<file path="config.mk">
export PLATFORM = sky130hd
export DESIGN_NAME = rnd_uart_tx
export DESIGN_NICKNAME = d
export VERILOG_FILES = /design/src/rtl/strng_pkg.sv /design/src/rtl/rnd_rct_monitor.sv /design/src/rtl/rnd_uart_tx.sv
export SDC_FILE = /design/constraint.sdc
export NUM_CORES = 1
export LEC_CHECK = 0
export CAP_MARGIN = 20
export CELL_PAD_IN_SITES_DETAIL_PLACEMENT = 1
export CELL_PAD_IN_SITES_GLOBAL_PLACEMENT = 2
export CORE_AREA = 8 8 101 94
export CTS_CLUSTER_SIZE = 8
export DETAILED_ROUTE_END_ITERATION = 12
export DIE_AREA = 0 0 109 102
export GPL_TIMING_DRIVEN = 0
export PLACE_DENSITY = 0.88
export SYNTH_ARGS = -nofsm -noshare
export SYNTH_HDL_FRONTEND = slang
export SYNTH_SLANG_ARGS = --single-unit
export TNS_END_PERCENT = 5
</file>
<file path="constraint.sdc">
create_clock -name clk -period 2.1 [get_ports clk]
set_input_delay 0.63 -clock clk [delete_from_list [all_inputs] [get_ports clk]]
set_output_delay 0.63 -clock clk [all_outputs]
set_load 0.02 [all_outputs]
</file>
<file path="src/rtl/strng_pkg.sv">
// Shared constants for the TRNG UART streaming path.
// Holds the FSM state encoding and the UART frame geometry.
package strng_pkg;

    localparam logic [1:0] ST_IDLE  = 2'd0;
    localparam logic [1:0] ST_START = 2'd1;
    localparam logic [1:0] ST_DATA  = 2'd2;
    localparam logic [1:0] ST_STOP  = 2'd3;

    localparam int UART_DATA_BITS  = 8;
    localparam int UART_FRAME_BITS = 10;

endpackage

</file>
<file path="src/rtl/rnd_rct_monitor.sv">
// Repetition-count health test on sampled random bytes.
// Flags a stuck source after RCT_CUTOFF identical consecutive captures.
module rnd_rct_monitor #(
    parameter int RCT_CUTOFF = 8
) (
    input  logic       clk,
    input  logic       rstn,
    input  logic       sample,
    input  logic [7:0] sample_byte,
    input  logic       rct_clr,
    output logic       pass,
    output logic       rct_fail
);

    localparam logic [7:0] CUTOFF = 8'(RCT_CUTOFF);

    logic [7:0] prev_byte;
    logic [7:0] rep_cnt;
    logic [7:0] rep_nxt;

    // Run length the current byte would produce if it were captured now.
    always_comb begin
        rep_nxt = rep_cnt;
        if (rep_cnt == 8'd0 || sample_byte != prev_byte)
            rep_nxt = 8'd1;
        else if (rep_cnt < CUTOFF)
            rep_nxt = rep_cnt + 8'd1;
        pass = (rep_nxt < CUTOFF);
    end

    always_ff @(posedge clk or negedge rstn) begin
        if (!rstn) begin
            prev_byte <= 8'd0;
            rep_cnt   <= 8'd0;
            rct_fail  <= 1'b0;
        end else if (rct_clr) begin
            rep_cnt  <= 8'd0;
            rct_fail <= 1'b0;
        end else if (sample) begin
            rep_cnt   <= rep_nxt;
            prev_byte <= sample_byte;
            if (!pass)
                rct_fail <= 1'b1;
        end
    end

endmodule

</file>
<file path="src/rtl/rnd_uart_tx.sv">
// Streams health-tested TRNG bytes out as 8N1 UART frames, LSB first.
// One capture per frame; a failing byte is dropped and streaming halts until rct_clr.
module rnd_uart_tx
    import strng_pkg::*;
#(
    parameter int CLK_FREQ   = 50000000,
    parameter int BAUD       = 115200,
    parameter int RCT_CUTOFF = 8
) (
    input  logic        clk,
    input  logic        rstn,
    input  logic [7:0]  rnd_data,
    input  logic        en,
    input  logic        rct_clr,
    output logic        uart_tx,
    output logic        busy,
    output logic        rct_fail,
    output logic [15:0] byte_cnt
);

    localparam int CLKS_PER_BIT = CLK_FREQ / BAUD;
    localparam int BW = (CLKS_PER_BIT > 1) ? $clog2(CLKS_PER_BIT) : 1;
    localparam logic [BW-1:0] BAUD_LAST = BW'(CLKS_PER_BIT - 1);
    localparam logic [2:0]    LAST_BIT  = 3'(UART_DATA_BITS - 1);

    logic [1:0]    state;
    logic [BW-1:0] baud_cnt;
    logic [2:0]    bit_idx;
    logic [7:0]    shift;
    logic          capture;
    logic          pass;
    logic          bit_end;

    // rct_clr wins over capture in the same cycle.
    assign capture = (state == ST_IDLE) && en && !rct_fail && !rct_clr;
    assign bit_end = (baud_cnt == BAUD_LAST);

    rnd_rct_monitor #(
        .RCT_CUTOFF (RCT_CUTOFF)
    ) u_rct (
        .clk         (clk),
        .rstn        (rstn),
        .sample      (capture),
        .sample_byte (rnd_data),
        .rct_clr     (rct_clr),
        .pass        (pass),
        .rct_fail    (rct_fail)
    );

    always_ff @(posedge clk or negedge rstn) begin
        if (!rstn) begin
            state    <= ST_IDLE;
            baud_cnt <= '0;
            bit_idx  <= 3'd0;
            shift    <= 8'd0;
            byte_cnt <= 16'd0;
        end else begin
            case (state)
                ST_IDLE: begin
                    baud_cnt <= '0;
                    bit_idx  <= 3'd0;
                    if (capture) begin
                        shift <= rnd_data;
                        if (pass)
                            state <= ST_START;
                    end
                end
                ST_START: begin
                    if (bit_end) begin
                        baud_cnt <= '0;
                        state    <= ST_DATA;
                    end else begin
                        baud_cnt <= baud_cnt + 1'b1;
                    end
                end
                ST_DATA: begin
                    if (bit_end) begin
                        baud_cnt <= '0;
                        shift    <= {1'b0, shift[7:1]};
                        bit_idx  <= bit_idx + 3'd1;
                        if (bit_idx == LAST_BIT)
                            state <= ST_STOP;
                    end else begin
                        baud_cnt <= baud_cnt + 1'b1;
                    end
                end
                default: begin
                    if (bit_end) begin
                        baud_cnt <= '0;
                        byte_cnt <= byte_cnt + 16'd1;
                        state    <= ST_IDLE;
                    end else begin
                        baud_cnt <= baud_cnt + 1'b1;
                    end
                end
            endcase
        end
    end

    // Decoded from state so an asynchronous reset idles the line at once.
    always_comb begin
        uart_tx = 1'b1;
        case (state)
            ST_START: uart_tx = 1'b0;
            ST_DATA:  uart_tx = shift[0];
            default:  uart_tx = 1'b1;
        endcase
    end

    assign busy = (state != ST_IDLE);

endmodule

</file>
# --- After elaboration in Yosys (flattened, before gate mapping) ---
# Cells that the tools add are included.
word_totals:
  inputBits: 12
  elab_cells: 68
  ff_bits: 55
classes:
  n_reduce_logical: 19
  order_cmp: 2
  n_bitwise: 2
  n_mux: 22
  add_sub_neg: 4
  eq_ne: 11
ops:
  columns: ["cell", "n"]
  rows:
  - ["8-bit 2-to-1 mux", 6]
  - ["9-bit 2-to-1 mux", 2]
  - ["16-bit by 1-bit adder with 16-bit output, second input constant", 1]
  - ["8-bit by 4-bit < comparator with 1-bit output, second input constant", 2]
  - ["8-bit one-hot mux with 2 select lines", 1]
  - ["2-bit 2-to-1 mux", 6]
  - ["2-bit != test, second input constant", 6]
  - ["9-bit by 1-bit adder with 9-bit output, second input constant", 1]
  - ["9-bit == test, second input constant", 1]
  - ["8-bit by 1-bit adder with 8-bit output, second input constant", 1]
  - ["8-bit logical NOT", 1]
  - ["8-bit != test", 1]
  - ["2-bit AND reduction", 4]
  - ["2-bit nonzero test", 4]
  - ["2-bit one-hot mux with 3 select lines", 1]
  - ["3-bit one-hot mux with 2 select lines", 1]
  - ["6-bit AND reduction", 1]
  - ["3-bit by 1-bit adder with 3-bit output, second input constant", 1]
  - ["3-bit == test, second input constant", 1]
  - ["1-bit logical AND", 3]
  - ["1-bit 2-to-1 mux", 3]
  - ["3-bit 2-to-1 mux", 1]
  - ["3-bit AND reduction", 1]
  - ["3-bit OR reduction", 1]
  - ["other kinds (7)", 9]

# --- Depth between registers and ports, before layout ---
# Gate-level depths: netlist of run 1.
logic_depth:
  ltp_word: 7
  mapped_depth: 8

# --- Modules after synthesis ---
# Synthesis of run 1 repeated with hierarchy kept, for this count alone.
hier_totals:
  hier_cells: 246
  area_unflattened_um2: 2861.5
modules_own_cells:
  columns: ["module", "instances", "seq_area_each_um2", "cells_each", "area_per_inst_um2"]
  rows:
  - ["rnd_uart_tx", 1, 950.9, 167, 1923.1]
  - ["rnd_rct_monitor", 1, 425.4, 79, 938.4]

# --- Least setup slack after synthesis of run 1 ---
# Ideal clock, no wire load.
synth_timing:
  path_kind: "register to output"
  startpoint: "reg state[0]"
  endpoint: "out uart_tx"
  arrival_time_ps: 1441
  stages_incl_launch_ff: 5
  t_required_ps: 1470
  n_path_buf: 1
  path_slack_ps: 29
  cell_sequence: "dfrtp_1 inv_1 ha_1 buf_1 o21ai_0"
synth_between:
  elab_chain_cells: 2
  word_cells_on_any_way: 3
  cone_classes: "eq/ne (2); mux (1)"
synth_lines:
  columns: ["element", "line", "source"]
  rows:
  - ["from (decl)", "rnd_uart_tx.sv:26", "logic [1:0] state;"]
  - ["from (signal assigned)", "rnd_uart_tx.sv:52", "state <= ST_IDLE;"]
  - ["from (signal assigned)", "rnd_uart_tx.sv:65", "state <= ST_START;"]
  - ["from (signal assigned)", "rnd_uart_tx.sv:71", "state <= ST_DATA;"]
  - ["2-bit == test or 2-bit by 1-bit == test with 1-bit output (tied branches)", "rnd_uart_tx.sv:103", "case (state)"]
  - ["1-bit one-hot mux with 2 select lines *", "rnd_uart_tx.sv:103", null]
  - ["to (decl)", "rnd_uart_tx.sv:15", "output logic uart_tx,"]
# Every way passes the cells marked *; elsewhere a longest branch is shown, timed or not.

# --- Final worst setup path of run 1 ---
# Same ends and word-level chain as after synthesis.

==> flow_summary.toml, run 1 <==
[route]
routed_wire_length_per_instance_um = 14.5
via_per_inst = 4.94
drt-initial-drc-count = 32
detail-route-antenna-nets = 0
vias = 1916
residual_drc = 0
dr.pass1.iters = 4
route.final.wire_length_mm = 5.64

[yosys]
cells_after_synth = 248
netlist-cell-type-count = 35
synth_seq_area_share_pct = 51.2
yosysWarnings = 0
syn_nets = 271
syn_avg_cell_area_sq_um = 10.8
syn_std_cell_area_sq_um = 2690
flip_flop_and_latch_count_after_synthesis = 55

[layout]
post_route_utilization_pct = 42.0
diodes_inserted = 0
drive_gt1_share_pct = 14.5
syn_to_final_growth_pct = 21.7
layout_net_count = 311
summed_area_of_non_filler_cells_in_the_final_layout_sq_um = 3270

[grt]
grt_pass1_wl_mm = 9.84
antenna_found_initial = 0
grt_pass1_vias = 2025
track_usage_pct = 11.0
grt_start_max_net_pins = 35
overflow = 0

[placement]
place.detailed.hpwl_mm = 4.31
port_buffers = 29
postPlaceCellArea_sq_um = 3120
place_ws_ps = -607
routability_congestion_estimate_from_global_placement = 0.737

[pwr]
vdd_ir_drop_max_mv = 0.280
power.leakage_nw = 1.42
power.total_mw = 2.83
power.density_cell_area_nw_per_um2 = 864

[sta]
worst_relative_slew_slack_pct = 66.0
max_freq_mhz = 484
tightest_slew_ps = 510
rsz0062_at_grt = "yes"
part_of_the_cycle_the_worst_path_needs_pct = 98.4
post-route-min-period_ps = 2070
report.final.hold_viol_count = 0
drv_slew = 0
skew_ps = 11.1
worst_slack_ps = 33.7
final-setup-viol-count = 0

[run_status]
status = "completed"

[cts]
clock_sinks = 55
clock_tree_from_tritoncts = "done"
ctsHtreeMaxLevel = 2
clock_latency_ps = 310
count_of_hold_buffers_inserted_by_post_cts_repair = 0
cts-buffers-inserted = 5
cts.root.buffer_cell = "clkbuf_8"
cts-root-to-sink-buffers = 2
clkSlewWorstSetupHoldPaths_ps = 100

[worst_setup_path]
cp_cell_sequence = "inv_2 -> ha_2 -> buf_8 -> nand2_1 -> o21ai_2 -> buf_6"
worst-r2r-setup-slack_ps = 110
cp.buffers_inverters = 3
worst_path_dominant_cell_family = "flip-flops"
required_ps = 1470
startpoint_type = "flip-flop"
worst_path_largest_cell_delay_ps = 410
maximum_fanout_along_the_worst_path = 10
cpMaxStageDelayCell = "dfrtp_1"
worstReg2RegStart = "baud_cnt[3]"
timing.critical_path.to_type = "output port"
reg2reg_to = "byte_cnt[14]"
cp.arrival_ps = 1440
worst-setup-path-type = "reg2out"
ff2ff_path_depth = 6

[floorplanning]
row_count = 31
core_area_sq_um = 7800
pin_count = 31
die_area_sq_um = 11100
fp.dieH_um = 102
die_w_um = 109
initial_utilization_pct = 34.5

[job]
maxCapViolations = 0

[worst_hold_path]
hold_class = "in2async"
[per-stage QoR]
| step | cells | setup TNS (ps) | hold slack (ps) |
|---|---|---|---|
| 4_1_cts | 386 | -18.6 | 291 |
| 5_1_grt | 388 | -87.5 | 309 |
| 3_5_place_dp | 377 | -9490 | 470 |
| 6_report | 388 | 0 | 275 |
| 2_1_floorplan | 248 | 0 | 334 |
| 3_3_place_gp | 376 | -81490 | 459 |
[routing by layer]
layer | share of wire (%) | GRT usage, % | vias up
met1 | 47 | 14.0 | 955
met3 | 3.4 | 2.33 | 6
met5 | 0 | 0 | -
li1 | - | - | 929
met2 | 48 | 18.1 | 26
met4 | 1.2 | 3.47 | 0
[cells in the mapped netlist]
cell       instances  area, sq um
a21oi_1            2         10.0
a2bb2oi_1          1         8.76
a31oi_1            1         6.26
a41oi_1            1         8.76
and2_1             2         12.5
and3_1             3         18.8
and4_1             1         8.76
buf_1              1         3.75
buf_6              1         11.3
clkbuf_1           3         11.3
dfrtp_1           55         1380
ha_1              11          138
inv_1              8         30.0
mux2_2            10          113
mux2i_1            9         90.1
nand2_1           30          113
nand2b_1           2         12.5
nand3_1           17         85.1
nand3b_1           1         7.51
nand4_1            5         31.3
nor2_1            18         67.6
nor3_1             6         30.0
nor3_4             2         32.5
nor3b_1            4         30.0
nor4_4             1         21.3
o211ai_1           1         7.51
o21ai_0           13         65.1
o21bai_1           1         7.51
o221ai_1           1         8.76
o22ai_1            2         12.5
o2bb2ai_1          1         8.76
or2_4              1         8.76
or4_4              2         22.5
xnor2_1           25          219
xor2_1             6         52.6
[cells in the final DEF, fill, tap and decap left out, types with 4 or more instances in the layout]
| cell | netlist | layout |
|---|---|---|
| mux2i_1 | 9 | 9 |
| clkbuf_8 | 0 | 5 |
| nor3_1 | 6 | 6 |
| nand2_1 | 30 | 30 |
| nand4_1 | 5 | 5 |
| xor2_1 | 6 | 6 |
| dfrtp_1 | 55 | 55 |
| inv_1 | 8 | 6 |
| ha_1 | 11 | 9 |
| mux2_2 | 10 | 10 |
| clkdlybuf4s50_1 | 0 | 26 |
| nor3b_1 | 4 | 4 |
| nand3_1 | 17 | 17 |
| o21ai_0 | 13 | 12 |
| xnor2_1 | 25 | 25 |
| nor2_1 | 18 | 16 |
[flip-flops by register name (all words and copies together), names as in the netlist]
| register | count |
|---|---|
| u_rct.prev_byte | 8 |
| bit_idx | 3 |
| u_rct.rct_fail | 1 |
| baud_cnt | 9 |
| state | 2 |
| byte_cnt | 16 |
| u_rct.rep_cnt | 8 |
| shift | 8 |
[area by class of cell]
cell class / count / area [sq um]
flip-flops and latches: 55 / 1380
clock buffers: 6 / 72.6
plain buffers: 5 / 40.0
clock inverters: 2 / 12.5
inverters: 8 / 30.0
multi-input cells: 180 / 1290
well taps: 99 / 124
fillers: 873 / 4520
repair buffers: 33 / 330
[worst max-delay path by stage]
stage | startpoint | cells past startpoint | endpoint | slack (ps)
after global placement | rstn | 1 | u_rct.prev_byte[4] | -1320
after floorplan | state[0] | 4 | uart_tx | 30
final | state[0] | 6 | uart_tx | 30
after global routing | state[0] | 6 | uart_tx | -50
after CTS | baud_cnt[3] | 5 | state[1] | -20
after detailed placement | state[0] | 6 | uart_tx | -610
[cell families after synthesis]
kind of cell             Yosys count  share of synthesized area (%)
AND/OR/NAND/NOR                   95                           18.7
flip-flops                        55                           51.2
XOR/XNOR                          31                           10.1
AO/OA/AOI/OAI                     24                           5.35
multiplexers                      19                           7.54
buffers and inverters             13                           2.09
adder cells (fa/ha/maj)           11                           5.12
[what timing repair did]
action	in CTS	in global routing
setup buffers	1	2
resized for setup	22	7
gates cloned	0	0
endpoints found under the setup margin	18	23
pin swaps	0	6
[power breakdown]
group | switching [mW] | internal, mW | leakage, nW
Combinational | 0.423 | 0.395 | 0.654
Sequential | 0.161 | 1.28 | 0.726
Clock | 0.334 | 0.234 | 0.0412
(Power assumes the default switching activity.)
==> run 2: changes to the inputs <==
Settings changed: GPL_TIMING_DRIVEN 0 to unset.
==> flow_summary.toml, run 2 (same netlist as run 1, synthesis figures left out) <==
[run_status]
status = "completed"

[worst_setup_path]
worstSetupPathDepth = 1
worst_path_dominant_cell_family = "buffers and inverters"
reg2reg_to = "state[1]"
required_ps = 1470
ff2ff_path_depth = 9
worst_path_largest_cell_delay_ps = 640
cpMaxStageDelayCell = "clkdlybuf4s50_1"
worst-r2r-setup-slack_ps = 100
startpoint_type = "flip-flop"
worst-setup-path-type = "reg2out"
maximum_fanout_along_the_worst_path = 5
critPathLaunch = "byte_cnt[2]"
cp.buffers_inverters = 1
cp.arrival_ps = 1390
timing.critical_path.to_type = "output port"
worstReg2RegStart = "state[0]"
cp_cell_sequence = "clkdlybuf4s50_1"

[layout]
drive_gt1_share_pct = 19.9
layout.cells.most_common_list = "55 x dfrtp_1, 31 x buf_4, 30 x nand2_1, 26 x clkdlybuf4s50_1, 25 x xnor2_1"
sequential_cell_area_sq_um = 1380
layout_net_count = 334
largest_reg_flops = 16
layout_commonest_cell = "dfrtp_1"
diodes_inserted = 0
reg_top3 = "byte_cnt: 16 flops, baud_cnt: 9 flops"
syn_to_final_growth_pct = 28.6
num-fill-cells = 856
area_used_by_multi_input_combinational_logic_sq_um = 1270
largest_register = "byte_cnt"

[floorplanning]
fp.dieH_um = 102
die_w_um = 109
pin_count = 31
initial_utilization_pct = 34.5
core_area_sq_um = 7800
row_count = 31
die_area_sq_um = 11100

[sta]
part_of_the_cycle_the_worst_path_needs_pct = 96.4
max_freq_mhz = 494
worst_relative_slew_slack_pct = 67.5
final-setup-viol-count = 0
drv_slew = 0
timing.setup.tns_ps = 0
skew_ps = 8.52
post-route-min-period_ps = 2020
tightest_slew_ps = 487
report.final.hold_viol_count = 0

[cts]
ctsHtreeMaxLevel = 2
clock_latency_ps = 310
cts.root.buffer_cell = "clkbuf_8"
cts-root-to-sink-buffers = 2
clock_tree_from_tritoncts = "done"
cts-buffers-inserted = 5
count_of_hold_buffers_inserted_by_post_cts_repair = 0
clkSlewWorstSetupHoldPaths_ps = 100
clock_sinks = 55

[pwr]
power.total_mw = 3.11
power.density_cell_area_nw_per_um2 = 898
vdd_ir_drop_max_mv = 0.427
power.leakage_nw = 1.57

[placement]
port_buffers = 30
place.detailed.hpwl_mm = 4.72
routability_congestion_estimate_from_global_placement = 0.722

[grt]
grt_start_max_net_pins = 37
antenna_found_initial = 0
track_usage_pct = 11.8
overflow = 0
grt_pass1_vias = 2240
grt_pass1_wl_mm = 10.6

[route]
dr.pass1.iters = 4
routed_wire_length_per_instance_um = 14.9
vias = 1977
via_per_inst = 4.81
detail-route-antenna-nets = 0
residual_drc = 0
route.final.wire_length_mm = 6.11
drt-initial-drc-count = 42

[job]
maxCapViolations = 0

[worst_hold_path]
hold_class = "in2async"
-- run 2: cell types whose count changed in the layout (fill, tap and decap cells not counted), moves of 2 or more --
cell | before | now
buf_6 | 2 | 0
o21ai_1 | 0 | 2
nor2_4 | 2 | 0
inv_1 | 6 | 8
buf_4 | 3 | 31
clkbuf_1 | 2 | 0
inv_2 | 2 | 0
-- run 2: where the power goes --
| part | switching [mW] | internal [mW] |
|---|---|---|
| Sequential | 0.160 | 1.28 |
| Combinational | 0.442 | 0.478 |
| Clock | 0.355 | 0.387 |
-- run 2: cell type report --
class	count	area share [%]
timing repair buffer	61	15.5
multi-input combinational	180	36.9
clock buffer	6	2.39
tap	99	3.58
inverter	8	0.868
clock inverter	2	1.01
sequential	55	39.8
-- run 2: stage by stage --
step                      hold WS [ps]  area, sq um  setup slack [ps]  cells  utilization [%]
final                              265         3460              76.0    411             44.4
after floorplan                    334         2690              28.8    248                -
after global placement             459         3320              -212    402             42.6
after global routing               292         3460             -6.57    411             44.4
after CTS                          283         3430              2.02    410             44.0
after detailed placement           466         3320              -314    402             42.6
-- run 2: worst max-delay path by stage --
| stage | end | slack, ps |
|---|---|---|
| finish | byte_cnt[2] | 80 |
| global route | state[1] | -7 |
| CTS | state[1] | 2 |
| detailed placement | state[1] | -310 |
| global placement | state[1] | -210 |
| floorplan | uart_tx | 30 |
-- run 2: repair_timing --
item                       CTS  global route
setup buffers                0             1
pin swaps                    0             2
setup endpoints to repair    2             5
resized for setup           11             7
-- run 2: layer usage --
layer	vias to the layer above	global-route usage, %	wire length (um)
li1	973	-	-
met1	980	14.2	2760
met2	19	21.2	3100
met3	5	1.95	178
met4	0	3.15	70
met5	-	0	0
==> run 3: changes to the inputs <==
Settings changed: ABC_AREA set to 1, CORE_AREA 8 8 101 94 to 8 8 107 99, DIE_AREA 0 0 109 102 to 0 0 115 107, PLACE_DENSITY 0.88 to 0.87.
==> flow_summary.toml, run 3 <==
[grt]
grt_pass1_wl_mm = 12.1
grt_start_max_net_pins = 56
track_usage_pct = 12.0
overflow = 0
antenna_found_initial = 0
grt_pass1_vias = 2599

[worst_setup_path]
worst_path_dominant_cell_family = "buffers and inverters"
cp_cell_sequence = "clkdlybuf4s50_1"
startpoint_type = "flip-flop"
worst_path_largest_cell_delay_ps = 640
worstSetupPathDepth = 1
cpMaxStageDelayCell = "clkdlybuf4s50_1"
ff2ff_path_depth = 12
maximum_fanout_along_the_worst_path = 4
cp.arrival_ps = 1400
timing.critical_path.to_type = "output port"
worst-setup-path-type = "reg2out"
required_ps = 1470
cp.buffers_inverters = 1

[yosys]
syn_std_cell_area_sq_um = 2920
synth_largest_area_cell = "dfrtp_1"
ys_top_cells_by_area = "dfrtp_1 47%, nand2_1 12%, inv_1 6.2%"
yosysTopAreaCellShare_pct = 47.2
async_reset_ff_share_pct = 100
yosysWarnings = 0
synth_seq_area_share_pct = 47.2
netlist-cell-type-count = 30
flip_flop_and_latch_count_after_synthesis = 55
cells_after_synth = 359
ys_top_cells_by_count = "94 x nand2_1, 55 x dfrtp_1, 48 x inv_1"
yosysMostFrequentCell = "nand2_1"
syn_nets = 382
syn_avg_cell_area_sq_um = 8.13
synth_flop_cell = "dfrtp_1"
post_synth_edffs = 0

[pwr]
power.leakage_nw = 1.79
p_sw_share_pct = 37.4
power.density_cell_area_nw_per_um2 = 915
switchingPower_mw = 1.24
combinational_share_of_power_pct = 35.3
clkPwrFrac_pct = 22.6
power.total_mw = 3.31
vdd_ir_drop_max_mv = 0.411
seqPwrFrac_pct = 42.0
internal_power_mw = 2.07

[sta]
tightest_slew_ps = 334
max_freq_mhz = 494
skew_ps = 15.3
post-route-min-period_ps = 2030
part_of_the_cycle_the_worst_path_needs_pct = 96.5
drv_slew = 0
worst_slack_ps = 73.9
timing.setup.tns_ps = 0
worst_relative_slew_slack_pct = 77.5
rsz0062_at_grt = "yes"
report.final.hold_viol_count = 0
final-setup-viol-count = 0

[placement]
routability_congestion_estimate_from_global_placement = 0.788
place.detailed.hpwl_mm = 5.24
place_ws_ps = -287
postPlaceCellArea_sq_um = 3500
dp.cells = 526
port_buffers = 30

[cts]
count_of_hold_buffers_inserted_by_post_cts_repair = 0
clock_latency_ps = 320
clkSlewWorstSetupHoldPaths_ps = 120
post-cts-setup-buffers = 0
clock_tree_from_tritoncts = "done"
clock_sinks = 55
cts.root.buffer_cell = "clkbuf_8"
ctsHtreeMaxLevel = 2
cts-root-to-sink-buffers = 2
cts_repair_resize_count = 8
cts-buffers-inserted = 5

[route]
dr.pass1.iters = 3
vias = 2418
routed_wire_length_per_instance_um = 12.8
via_per_inst = 4.53
drt-initial-drc-count = 46
detail-route-antenna-nets = 0
residual_drc = 0
route.final.wire_length_mm = 6.85

[layout]
summed_area_of_non_filler_cells_in_the_final_layout_sq_um = 3620
drive_gt1_share_pct = 12.4
reg_top3 = "byte_cnt: 16 flops, baud_cnt: 9 flops"
layout.cells.most_common_list = "94 x nand2_1, 55 x dfrtp_1, 48 x inv_1, 34 x nor2_1, 27 x o21ai_0"
syn_to_final_growth_pct = 24.1
diodes_inserted = 0
largest_register = "byte_cnt"
layoutNonFillerInstCount = 534
layout_net_count = 434
largest_reg_flops = 16
layout_commonest_cell = "nand2_1"

[floorplanning]
die_area_sq_um = 12300
die_w_um = 115
pin_count = 31
row_count = 33
initial_utilization_pct = 33.0
core_area_sq_um = 8840
fp.dieH_um = 107

[worst_hold_path]
hold_class = "in2async"

[job]
maxCapViolations = 0

[run_status]
status = "completed"
## run 3: cell types whose count changed after synthesis, moves of 4 or more
cell | previous run | this run
nand2_1 | 30 | 94
nor3_1 | 6 | 11
o21ai_2 | 0 | 8
mux2i_1 | 9 | 0
xor2_1 | 6 | 10
mux2_2 | 10 | 0
inv_1 | 8 | 48
xnor2_1 | 25 | 8
nand2_2 | 0 | 6
o21ai_0 | 13 | 27
nor2_1 | 18 | 35
## run 3: stage by stage
stage	hold slack, ps	util [%]
5_1_grt	314	41.0
4_1_cts	301	40.8
3_5_place_dp	470	39.6
2_1_floorplan	334	-
6_report	290	41.0
3_3_place_gp	457	39.6
## run 3: routing by layer
layer	vias to the layer above	routed length, um	global-route usage, %
met3	7	218	2.53
li1	1234	-	-
met1	1148	3170	14.4
met2	29	3390	21.3
met5	-	0	0
met4	0	64	2.81
## run 3: logic make-up (layout without fill, tap and decap cells)
kind of cell | count (synthesis) | count (layout) | share of synthesized area [%]
xor+xnor | 18 | 18 | 5.40
flops | 55 | 55 | 47.2
buf+inv | 55 | 108 | 7.42
compound gates | 41 | 41 | 8.36
fa+ha+maj | 11 | 11 | 4.72
simple gates | 179 | 179 | 26.9
## run 3: power by group through the flow
stage	clock, mW	sequential [mW]	combinational [mW]
after floorplan	0	1.38	0.826
after global placement	0	1.40	1.18
after detailed placement	0	1.41	1.21
after CTS	0.776	1.39	1.20
after global routing	0.807	1.42	1.36
final	0.749	1.39	1.17
## run 3: worst paths after layout
| kind | startpoint | endpoint | slack (ps) |
|---|---|---|---|
| worst max-delay path | byte_cnt[10] | byte_cnt[10] | 70 |
| worst min-delay path | rstn | byte_cnt[13] | 290 |
| worst max register to register | state[0] | state[0] | 260 |
| worst min register to register | bit_idx[1] | bit_idx[1] | 490 |
| max in group asynchronous | rstn | shift[7] | 1550 |
| min in group clk | bit_idx[1] | bit_idx[1] | 490 |
## run 3: cell type report
cell class	instances	area [sq um]
inverters	51	193
clock buffers	5	68.8
repair buffers	49	447
fillers	1094	5220
flip-flops and latches	55	1380
clock inverters	3	47.5
well taps	122	153
multi-input cells	249	1340
